[src/rtl/acc_axi_pkg.sv]
// Shared AXI constants, FSM state type and small helpers for the accelerator's AXI masters.
package acc_axi_pkg;

    localparam logic [1:0] BURST_INCR = 2'b01;
    localparam logic [1:0] RESP_OKAY = 2'b00;
    localparam int unsigned AXI_4K_BYTES = 4096;

    typedef enum logic [1:0] {
        RM_IDLE,
        RM_ISSUE,
        RM_DRAIN
    } rmst_state_t;

    function automatic int unsigned clog2(input int unsigned value);
        int unsigned r;
        r = 0;
        while ((32'd1 << r) < value) begin
            r = r + 1;
        end
        return r;
    endfunction

    // Beats that fit before the next 4 KB page; addr is the beat-aligned page offset.
    function automatic logic [12:0] beats_to_4k(input logic [11:0] addr, input int unsigned beat_bytes);
        return 13'((AXI_4K_BYTES - {20'd0, addr}) / beat_bytes);
    endfunction

endpackage

[src/rtl/burst_splitter.sv]
// Picks the length of the next AXI burst: the smallest of what is left, the burst cap and the 4 KB page limit.
module burst_splitter
    import acc_axi_pkg::*;
#(
    parameter int DATA_WIDTH_BYTE = 64,
    parameter int BURST_LENGTH = 64,
    parameter int CNT_WIDTH = 58
) (
    input  logic [CNT_WIDTH-1:0] remaining,
    input  logic [11:0]          addr_lo,
    output logic [8:0]           burst_beats
);

    logic [12:0] lim_4k;
    logic [12:0] cap;

    always_comb begin
        lim_4k = beats_to_4k(addr_lo, DATA_WIDTH_BYTE);
        cap = (lim_4k < 13'(BURST_LENGTH)) ? lim_4k : 13'(BURST_LENGTH);
        burst_beats = (remaining < CNT_WIDTH'(cap)) ? 9'(remaining) : 9'(cap);
    end

endmodule

[src/rtl/axi_read_master.sv]
// AXI4 read master: splits one byte-range request into 4 KB-safe INCR bursts and streams the R beats
// straight through to the conv input buffer.
module axi_read_master
    import acc_axi_pkg::*;
#(
    parameter int ADDR_WIDTH = 64,
    parameter int DATA_WIDTH = 512,
    parameter int DATA_WIDTH_BYTE = DATA_WIDTH / 8,
    parameter int BURST_LENGTH = 64,
    parameter int MAX_OUTSTANDING = 4
) (
    input  logic                  clk,
    input  logic                  rst,
    input  logic                  rmst_req,
    input  logic [63:0]           addr_offset,
    input  logic [63:0]           xfer_size,
    output logic                  rmst_done,
    output logic                  busy,
    output logic                  err,
    output logic                  m_axi_arvalid,
    input  logic                  m_axi_arready,
    output logic [ADDR_WIDTH-1:0] m_axi_araddr,
    output logic [7:0]            m_axi_arlen,
    output logic [2:0]            m_axi_arsize,
    output logic [1:0]            m_axi_arburst,
    input  logic                  m_axi_rvalid,
    output logic                  m_axi_rready,
    input  logic [DATA_WIDTH-1:0] m_axi_rdata,
    input  logic                  m_axi_rlast,
    input  logic [1:0]            m_axi_rresp,
    output logic [DATA_WIDTH-1:0] tdata,
    output logic                  tvalid,
    input  logic                  tready
);

    localparam int OFF_BITS = clog2(DATA_WIDTH_BYTE);
    localparam int CNT_WIDTH = ADDR_WIDTH - OFF_BITS;
    localparam int OUT_WIDTH = clog2(MAX_OUTSTANDING + 1);

    if (BURST_LENGTH < 1 || BURST_LENGTH > 256) begin : g_bad_burst_length
        $error("axi_read_master: BURST_LENGTH must be within 1..256");
    end

    rmst_state_t           state_q;
    rmst_state_t           state_d;
    logic [ADDR_WIDTH-1:0] araddr_q;
    logic [CNT_WIDTH-1:0]  remaining_q;
    logic [OUT_WIDTH-1:0]  outstanding_q;
    logic                  zero_done_q;
    logic                  err_q;

    logic [64:0]           beat_sum;
    logic [CNT_WIDTH-1:0]  req_beats;
    logic [8:0]            burst_beats;
    logic                  ar_valid;
    logic                  take_req;
    logic                  drain_done;
    logic                  ar_hs;
    logic                  r_hs;
    logic                  last_hs;

    // The misaligned head of the first beat counts towards the beat total.
    assign beat_sum  = {1'b0, xfer_size} + 65'(addr_offset[OFF_BITS-1:0]) + 65'(DATA_WIDTH_BYTE - 1);
    assign req_beats = CNT_WIDTH'(beat_sum >> OFF_BITS);

    burst_splitter #(
        .DATA_WIDTH_BYTE (DATA_WIDTH_BYTE),
        .BURST_LENGTH    (BURST_LENGTH),
        .CNT_WIDTH       (CNT_WIDTH)
    ) u_burst_splitter (
        .remaining   (remaining_q),
        .addr_lo     (araddr_q[11:0]),
        .burst_beats (burst_beats)
    );

    assign ar_hs   = ar_valid & m_axi_arready;
    assign r_hs    = m_axi_rvalid & m_axi_rready;
    assign last_hs = r_hs & m_axi_rlast;

    always_ff @(posedge clk) begin
        if (rst) begin
            state_q <= RM_IDLE;
        end else begin
            state_q <= state_d;
        end
    end

    // A zero-length done pulse blocks a new request so done never coincides with a request being taken.
    always_comb begin
        state_d    = state_q;
        ar_valid   = 1'b0;
        take_req   = 1'b0;
        drain_done = 1'b0;
        case (state_q)
            RM_IDLE: begin
                if (rmst_req && !zero_done_q) begin
                    take_req = 1'b1;
                    if (req_beats != '0) begin
                        state_d = RM_ISSUE;
                    end
                end
            end
            RM_ISSUE: begin
                ar_valid = outstanding_q < OUT_WIDTH'(MAX_OUTSTANDING);
                if (ar_valid && m_axi_arready && remaining_q == CNT_WIDTH'(burst_beats)) begin
                    state_d = RM_DRAIN;
                end
            end
            RM_DRAIN: begin
                if (outstanding_q == '0) begin
                    drain_done = 1'b1;
                    state_d    = RM_IDLE;
                end
            end
            default: state_d = RM_IDLE;
        endcase
    end

    always_ff @(posedge clk) begin
        if (rst) begin
            araddr_q      <= '0;
            remaining_q   <= '0;
            outstanding_q <= '0;
            zero_done_q   <= 1'b0;
            err_q         <= 1'b0;
        end else begin
            zero_done_q <= take_req && (req_beats == '0);
            if (take_req) begin
                araddr_q    <= ADDR_WIDTH'(addr_offset & ~64'(DATA_WIDTH_BYTE - 1));
                remaining_q <= req_beats;
            end else if (ar_hs) begin
                araddr_q    <= araddr_q + (ADDR_WIDTH'(burst_beats) << OFF_BITS);
                remaining_q <= remaining_q - CNT_WIDTH'(burst_beats);
            end
            if (ar_hs && !last_hs) begin
                outstanding_q <= outstanding_q + OUT_WIDTH'(1);
            end else if (!ar_hs && last_hs) begin
                outstanding_q <= outstanding_q - OUT_WIDTH'(1);
            end
            if (r_hs && m_axi_rresp != RESP_OKAY) begin
                err_q <= 1'b1;
            end
        end
    end

    assign busy          = state_q != RM_IDLE;
    assign rmst_done     = zero_done_q | drain_done;
    assign err           = err_q;
    assign m_axi_arvalid = ar_valid;
    assign m_axi_araddr  = araddr_q;
    assign m_axi_arlen   = (state_q == RM_ISSUE) ? 8'(burst_beats - 9'd1) : 8'd0;
    assign m_axi_arsize  = 3'(OFF_BITS);
    assign m_axi_arburst = BURST_INCR;
    assign tdata         = m_axi_rdata;
    assign tvalid        = m_axi_rvalid & busy;
    assign m_axi_rready  = tready & busy;

endmodule

[config.mk]
export PLATFORM = sky130hd
export DESIGN_NAME = axi_read_master
export DESIGN_NICKNAME = d
export VERILOG_FILES = /design/src/rtl/acc_axi_pkg.sv /design/src/rtl/burst_splitter.sv /design/src/rtl/axi_read_master.sv
export SDC_FILE = /design/constraint.sdc
export NUM_CORES = 1
export LEC_CHECK = 0
export ABC_AREA = 1
export CAP_MARGIN = 20
export CORE_AREA = 2 2 486 488
export CTS_BUF_LIST = sky130_fd_sc_hd__clkbuf_4
export CTS_CLUSTER_SIZE = 40
export DETAILED_ROUTE_END_ITERATION = 16
export DIE_AREA = 0 0 488 490
export PLACE_DENSITY = 0.32
export SLEW_MARGIN = 5
export SYNTH_ARGS = -nofsm -noshare
export SYNTH_HDL_FRONTEND = slang
export SYNTH_SLANG_ARGS = --single-unit
export TNS_END_PERCENT = 30
[constraint.sdc]
create_clock -name clk -period 5.9 [get_ports clk]
set_clock_uncertainty 0.2 [all_clocks]
set_input_delay 0.59 -clock clk [delete_from_list [all_inputs] [get_ports clk]]
set_output_delay 0.59 -clock clk [all_outputs]
set_load 0.01 [all_outputs]
* Yosys cells after proc, flatten, opt, wreduce, memory -nomap -nowiden
Cells that the tools add are included.
** Storage, ports and cells
- Bits in read-only memories :: 0
- Input port bits :: 649
- Word-level logic and storage cells :: 70
- Bits in writable memories :: 0
- Latch bits :: 0
- Output and inout port bits :: 595
- Register bits :: 129
- Memories :: 0
** Cells by class
- Equal/unequal tests :: 7
- Add/subtract/negate cells :: 8
- Shift-type cells :: 0
- Bitwise logic cells :: 6
- Order comparisons :: 3
- $mul :: 0
- Multiplexer cells :: 19
- Div/mod/pow operators :: 0
- Reduce and logical (&&, ||, !) cells :: 20
** Operators by type and width (count)
- 64-bit 2-to-1 mux :: 2
- 58-bit 2-to-1 mux :: 2
- 64-bit by 15-bit adder with 64-bit output :: 1
- 64-bit by 6-bit adder with 64-bit output :: 1
- 64-bit by 6-bit adder with 64-bit output (second input constant) :: 1
- 58-bit by 9-bit == test with 1-bit output :: 1
- 58-bit logical NOT :: 1
- 58-bit by 13-bit < comparator with 1-bit output :: 1
- 58-bit nonzero test :: 1
- 58-bit by 9-bit subtractor with 58-bit output :: 1
- 13-bit by 12-bit subtractor with 14-bit output (first input constant) :: 1
- 13-bit by 7-bit < comparator with 1-bit output (second input constant) :: 1
- 13-bit 2-to-1 mux :: 1
- 9-bit 2-to-1 mux :: 1
- 2-bit 2-to-1 mux :: 4
- 8-bit 2-to-1 mux :: 1
- 2-bit != test (second input constant) :: 4
- 2-bit nonzero test :: 4
- 8-bit by 1-bit subtractor with 8-bit output (second input constant) :: 1
- 1-bit logical AND :: 7
- 3-bit 2-to-1 mux :: 2
- 2-bit case mux with 3 select lines :: 1
- 1-bit bitwise AND :: 5
- 1-bit 2-to-1 mux :: 5
- 11 further kinds :: 13

* Depth between registers and ports, before layout
- Word-level depth :: 9
- Gate-level depth with buffers :: 37
- Depth with buffers taken out :: 37

* Hierarchy
From an unflattened synthesis, not the netlist that was laid out.
** Unflattened totals
- Cells, all modules :: 2898
- Area, all modules :: 16998.8 um2
** Modules (own cells, without submodules)
- axi_read_master :: area an instance 16285.6 um2, seq. area each 2462.4 um2, times used 1, cells an instance 2757
- burst_splitter :: area an instance 713.2 um2, seq. area each 0.0 um2, times used 1, cells an instance 141

* Least setup slack after synthesis
No wires, ideal clock.
- Path kind :: reg2reg
- Start :: reg araddr_q[6], in the netlist m_axi_araddr[6]
- End :: reg araddr_q[56], in the netlist m_axi_araddr[56]
- Clock period less this slack :: 4.447 ns
- Slack :: 1.453 ns
- Library setup time :: 0.132 ns
- Stages on the path, launching flop included :: 36
- Data arrival time :: 4.114 ns
- Data required time :: 5.568 ns
- Buffers on the path :: 0
- Path through :: dfxtp_1 > inv_1 > ha_1 > nand2_1 > nor2_2 > nand2_2 > nand2_1 > a21oi_1 > inv_1 > ha_1 > nand2_1 > inv_1 > o21ai_0 > nand2_1 > a21oi_1 > nand4_4 > nand2_1 > nand2_2 > inv_2 > ha_1 > inv_1 > fa_1 > nor3_1 > nor2_1 > inv_2 > nand2_1 > nand2_1 > inv_2 > nor2_4 > nand2_1 > clkinv_1 > nand2_1 > nand2_1 > nand3_1 > nand2_1 > a21oi_1
** On the way
- Word-level cells in the longest chain between the ends :: 8
** RTL lines
- start, declared :: RTL line axi_read_master.sv:46 : logic [ADDR_WIDTH-1:0] araddr_q;
- start signal, assigned :: RTL line axi_read_master.sv:129 : araddr_q <= ADDR_WIDTH'(addr_offset & ~64'(DATA_WIDTH_BYTE - 1));
- start signal, assigned :: RTL line axi_read_master.sv:132 : araddr_q <= araddr_q + (ADDR_WIDTH'(burst_beats) << OFF_BITS);
- 13-bit by 12-bit subtractor with 14-bit output :: RTL line acc_axi_pkg.sv:25 : return 13'((AXI_4K_BYTES - {20'd0, addr}) / beat_bytes);
- 13-bit by 7-bit < comparator with 1-bit output :: RTL line burst_splitter.sv:19 : cap = (lim_4k < 13'(BURST_LENGTH)) ? lim_4k : 13'(BURST_LENGTH);
- 13-bit 2-to-1 mux :: RTL line burst_splitter.sv:19
- 58-bit by 13-bit < comparator with 1-bit output :: RTL line burst_splitter.sv:20 : burst_beats = (remaining < CNT_WIDTH'(cap)) ? 9'(remaining) : 9'(cap);
- 9-bit 2-to-1 mux :: RTL line burst_splitter.sv:20
- 64-bit by 15-bit adder with 64-bit output (*) :: RTL line axi_read_master.sv:132
- 64-bit 2-to-1 mux (*) :: RTL line axi_read_master.sv:131 : end else if (ar_hs) begin
- 64-bit 2-to-1 mux (*) :: RTL line axi_read_master.sv:128 : if (take_req) begin
Every way passes the cells marked *; elsewhere a longest branch is shown, timed or not. The select of a mux whose other input is x is not followed.
A chain may end at the register's enable or synchronous reset.

* Worst setup path after layout
- Start :: reg araddr_q[7], in the netlist m_axi_araddr[7]
- End :: out m_axi_arlen[6]
** On the way
- Word-level cells in the longest chain between the ends :: 7
** RTL lines
- 13-bit by 12-bit subtractor with 14-bit output (*) :: RTL line acc_axi_pkg.sv:25
- 13-bit by 7-bit < comparator with 1-bit output :: RTL line burst_splitter.sv:19
- 13-bit 2-to-1 mux (*) :: RTL line burst_splitter.sv:19
- 58-bit by 13-bit < comparator with 1-bit output :: RTL line burst_splitter.sv:20
- 9-bit 2-to-1 mux (*) :: RTL line burst_splitter.sv:20
- 8-bit by 1-bit subtractor with 8-bit output (*) :: RTL line axi_read_master.sv:151 : assign m_axi_arlen = (state_q == RM_ISSUE) ? 8'(burst_beats - 9'd1) : 8'd0;
- 8-bit 2-to-1 mux (*) :: RTL line axi_read_master.sv:151
- end, declared :: RTL line axi_read_master.sv:23 : output logic [7:0] m_axi_arlen,
Every way passes the cells marked *; elsewhere a longest branch is shown, timed or not.

==> summary.txt <==
Die Height -> 490 um
Hold Crit Class -> input port to register
Initial Util -> 7.26%
outcome -> complete, no violations
# setup viols final -> 0
num rows -> 178
Worst-Skew Late Latency -> 830 ps
yosys warns -> 0
critical path arrival -> 4700 ps
Global Route Usage Sum -> 10.9%
DP HPWL -> 117000 um
total number of vias -> 17200
pwr dens -> 238 nW/um^2
Worst setup EP type -> primary output
Max VDD drop -> 0.109 mV
max_cap viols -> 0
final RePlAce weighted congestion -> 0.845
setup TNS -> 0 ps
Routed WL per cell -> 23.6 um
area delta synth->final -> 14.2%
total grt overflow -> 0
number of DRC markers in iteration 0 -> 1210
Post-Synthesis Cells -> 2857
Post-DRT Antenna Nets -> 0
clock root buffer -> clkbuf_4
initial antenna violation count -> 22
Tot Pwr -> 4.62 mW
Netlist cell types -> 57
vias in the first global route -> 16900
dpl cell area -> 19000 um^2
CTS Sinks -> 123
hold depth -> 3
Yosys reg bits -> 123
Max clock buf depth -> 2
crit path launch type -> register
Residual DRC -> 0
Die X-Extent -> 488 um
sequential element share of the synthesized area -> 14.5%
CTS tree -> yes
Worst Path Class, Setup -> register to primary output
Worst Reg-to-Reg Cells -> 31
Mapped Area -> 17000 um^2
CTS Buf Count -> 17
die area -> 239000 um^2
Slew HR -> 38.1%
asr flop ratio synth -> 0%
leakage -> 6.95 nW
via/cell ratio -> 3.02
core area -> 234000 um^2
DRT Wirelength -> 135000 um
Worst-path clk slew -> 150 ps
Post-Layout Cell Count -> 5700
final hold vios -> 0
dpl cells -> 5656
Max Fclk -> 182 MHz
layout cell share with drive strength beyond 1 -> 6.97%
Buffers on Ports -> 208
Final period util -> 93.0%
IO Pins -> 1244
H-tree levels -> 4
crit-path max FO -> 6
postcts setup bufs -> 0
ys flop type -> dfxtp_1
Post-synth EDFFs -> 0
Final Instance Area -> 19400 um^2
first-pass detailed-route iteration total -> 7
worst slew pin tran -> 927 ps
final worst path period need -> 5490 ps
largest net degree at the start of global routing -> 82
first-pass GRT wire length -> 173000 um
CP Data Required Time -> 5110 ps
syn_area_per_cell -> 5.95 um^2
fin. max-slew vios -> 0
final net count -> 3213
## through the flow
stage | util (%) | hold slack [ps] | setup slack, ps
floorplan | - | 262 | 1450
global placement | 8.13 | 247 | 549
detailed placement | 8.13 | 246 | 538
CTS | 8.27 | 33.1 | 43.2
global route | 8.29 | 110 | -20.2
finish | 8.29 | 187 | 414
## cell families after synthesis
kind of cell | Yosys count | synth area share [%]
other | 2 | 0.0442
adders and majority gates | 38 | 2.93
and+or+nand+nor | 1423 | 37.0
DFF | 123 | 14.5
buffers and inverters | 889 | 31.4
xor gates and xnor gates | 61 | 3.14
AOI/OAI and AO/OA | 321 | 11.0
## cell usage in the layout, fill, tap and decap left out, drive strengths merged, types with 9 or more instances in the layout
master         Yosys  final
diode              0     11
xor2              29     29
xnor2             32     32
clkdlybuf4s50      0    205
conb               2     13
nand3b            34     34
clkinv             3      9
o211ai            51     51
nand3            162    162
nor3              40     40
nor2             356    356
or2               30     30
dfxtp            123    123
clkbuf            41     18
nand4             56     56
inv              299    299
nand2            727    727
nor4              16     16
ha                35     35
buf              546     18
a21oi            121    121
a31oi             20     20
o21ai            102    102
## flip-flops by register name, indices dropped and copies added, names as in the netlist
register	cells
outstanding_q	3
err	1
zero_done_q	1
remaining_q	58
m_axi_araddr	58
state_q	2
## critical path, stage by stage, from the launching register on
cell,delay (ps)
dfxtp_2,360
inv_1,170
ha_1,230
nand2_1,80
nor2_2,140
nand2_2,130
ha_1,250
nor2_1,100
nand2_1,190
nor3_2,200
nand3_1,130
nor2_4,230
nand3_1,150
nand2_4,170
ha_1,200
nand2_2,80
nor2_4,120
nand2_1,70
nand2_1,60
nand2_1,90
nor2_4,170
clkdlybuf4s50_1,560
## path summary, 6_finish.rpt
| check | from | to | slack (ps) |
|---|---|---|---|
| worst max-delay path | m_axi_araddr[7] | m_axi_arlen[6] | 410 |
| worst min-delay path | m_axi_rresp[0] | err | 190 |
| worst max register to register | m_axi_araddr[7] | m_axi_araddr[53] | 590 |
| worst min register to register | err | err | 260 |
## what timing repair did
item                                    in CTS  in global routing
resized for setup                            4                  6
endpoints found under the hold margin       10                  0
endpoints found under the setup margin       4                  8
hold buffers                                 1                  0
pin swaps                                    0                  1
## cell type report
cell class / instances / area [um^2]
Clock inverter: 14 / 171
Sequential cell: 123 / 2460
Multi-Input combinational cell: 1856 / 9300
Tap cell: 3150 / 3940
Antenna cell: 11 / 27.5
Fill cell: 27700 / 215000
Clock buffer: 18 / 135
Timing Repair Buffer: 226 / 2240
Inverter: 302 / 1140
## Yosys cell counts, drive strengths merged (2+ instances only)
master / number / area [um^2]
inv: 299 / 1120
o211ai: 51 / 383
o21bai: 4 / 30.0
buf: 546 / 4040
nand4: 56 / 365
xor2: 29 / 254
a31oi: 20 / 125
ha: 35 / 438
a21oi: 121 / 613
dfxtp: 123 / 2460
o221a: 4 / 45.0
nor4: 16 / 113
nor2: 356 / 1500
clkbuf: 41 / 155
nand3b: 34 / 255
clkinv: 3 / 11.3
a22oi: 2 / 15.0
nor3: 40 / 231
o21a: 2 / 15.0
xnor2: 32 / 280
nand2: 727 / 2790
o221ai: 4 / 35.0
o22ai: 2 / 12.5
o21ai: 102 / 526
or2: 30 / 188
conb: 2 / 7.51
a211oi: 2 / 15.0
nand3: 162 / 831
fa: 3 / 60.1
## power by group
| group | internal [mW] | switching (mW) | leakage (nW) | total (mW) |
|---|---|---|---|---|
| registers | 0.956 | 0.217 | 1.01 | 1.17 |
| clock network | 0.297 | 0.454 | 0.148 | 0.752 |
| logic | 0.889 | 1.80 | 5.79 | 2.69 |
| total | 2.14 | 2.47 | 6.95 | 4.62 |
## per-layer routing
layer	track usage [%]	share of wire (%)
met1	10.1	32
met2	17.6	45
met3	7.48	16
met4	6.55	6.6
met5	0.342	0.027
Note: power is estimated with default switching activity, not from simulation.
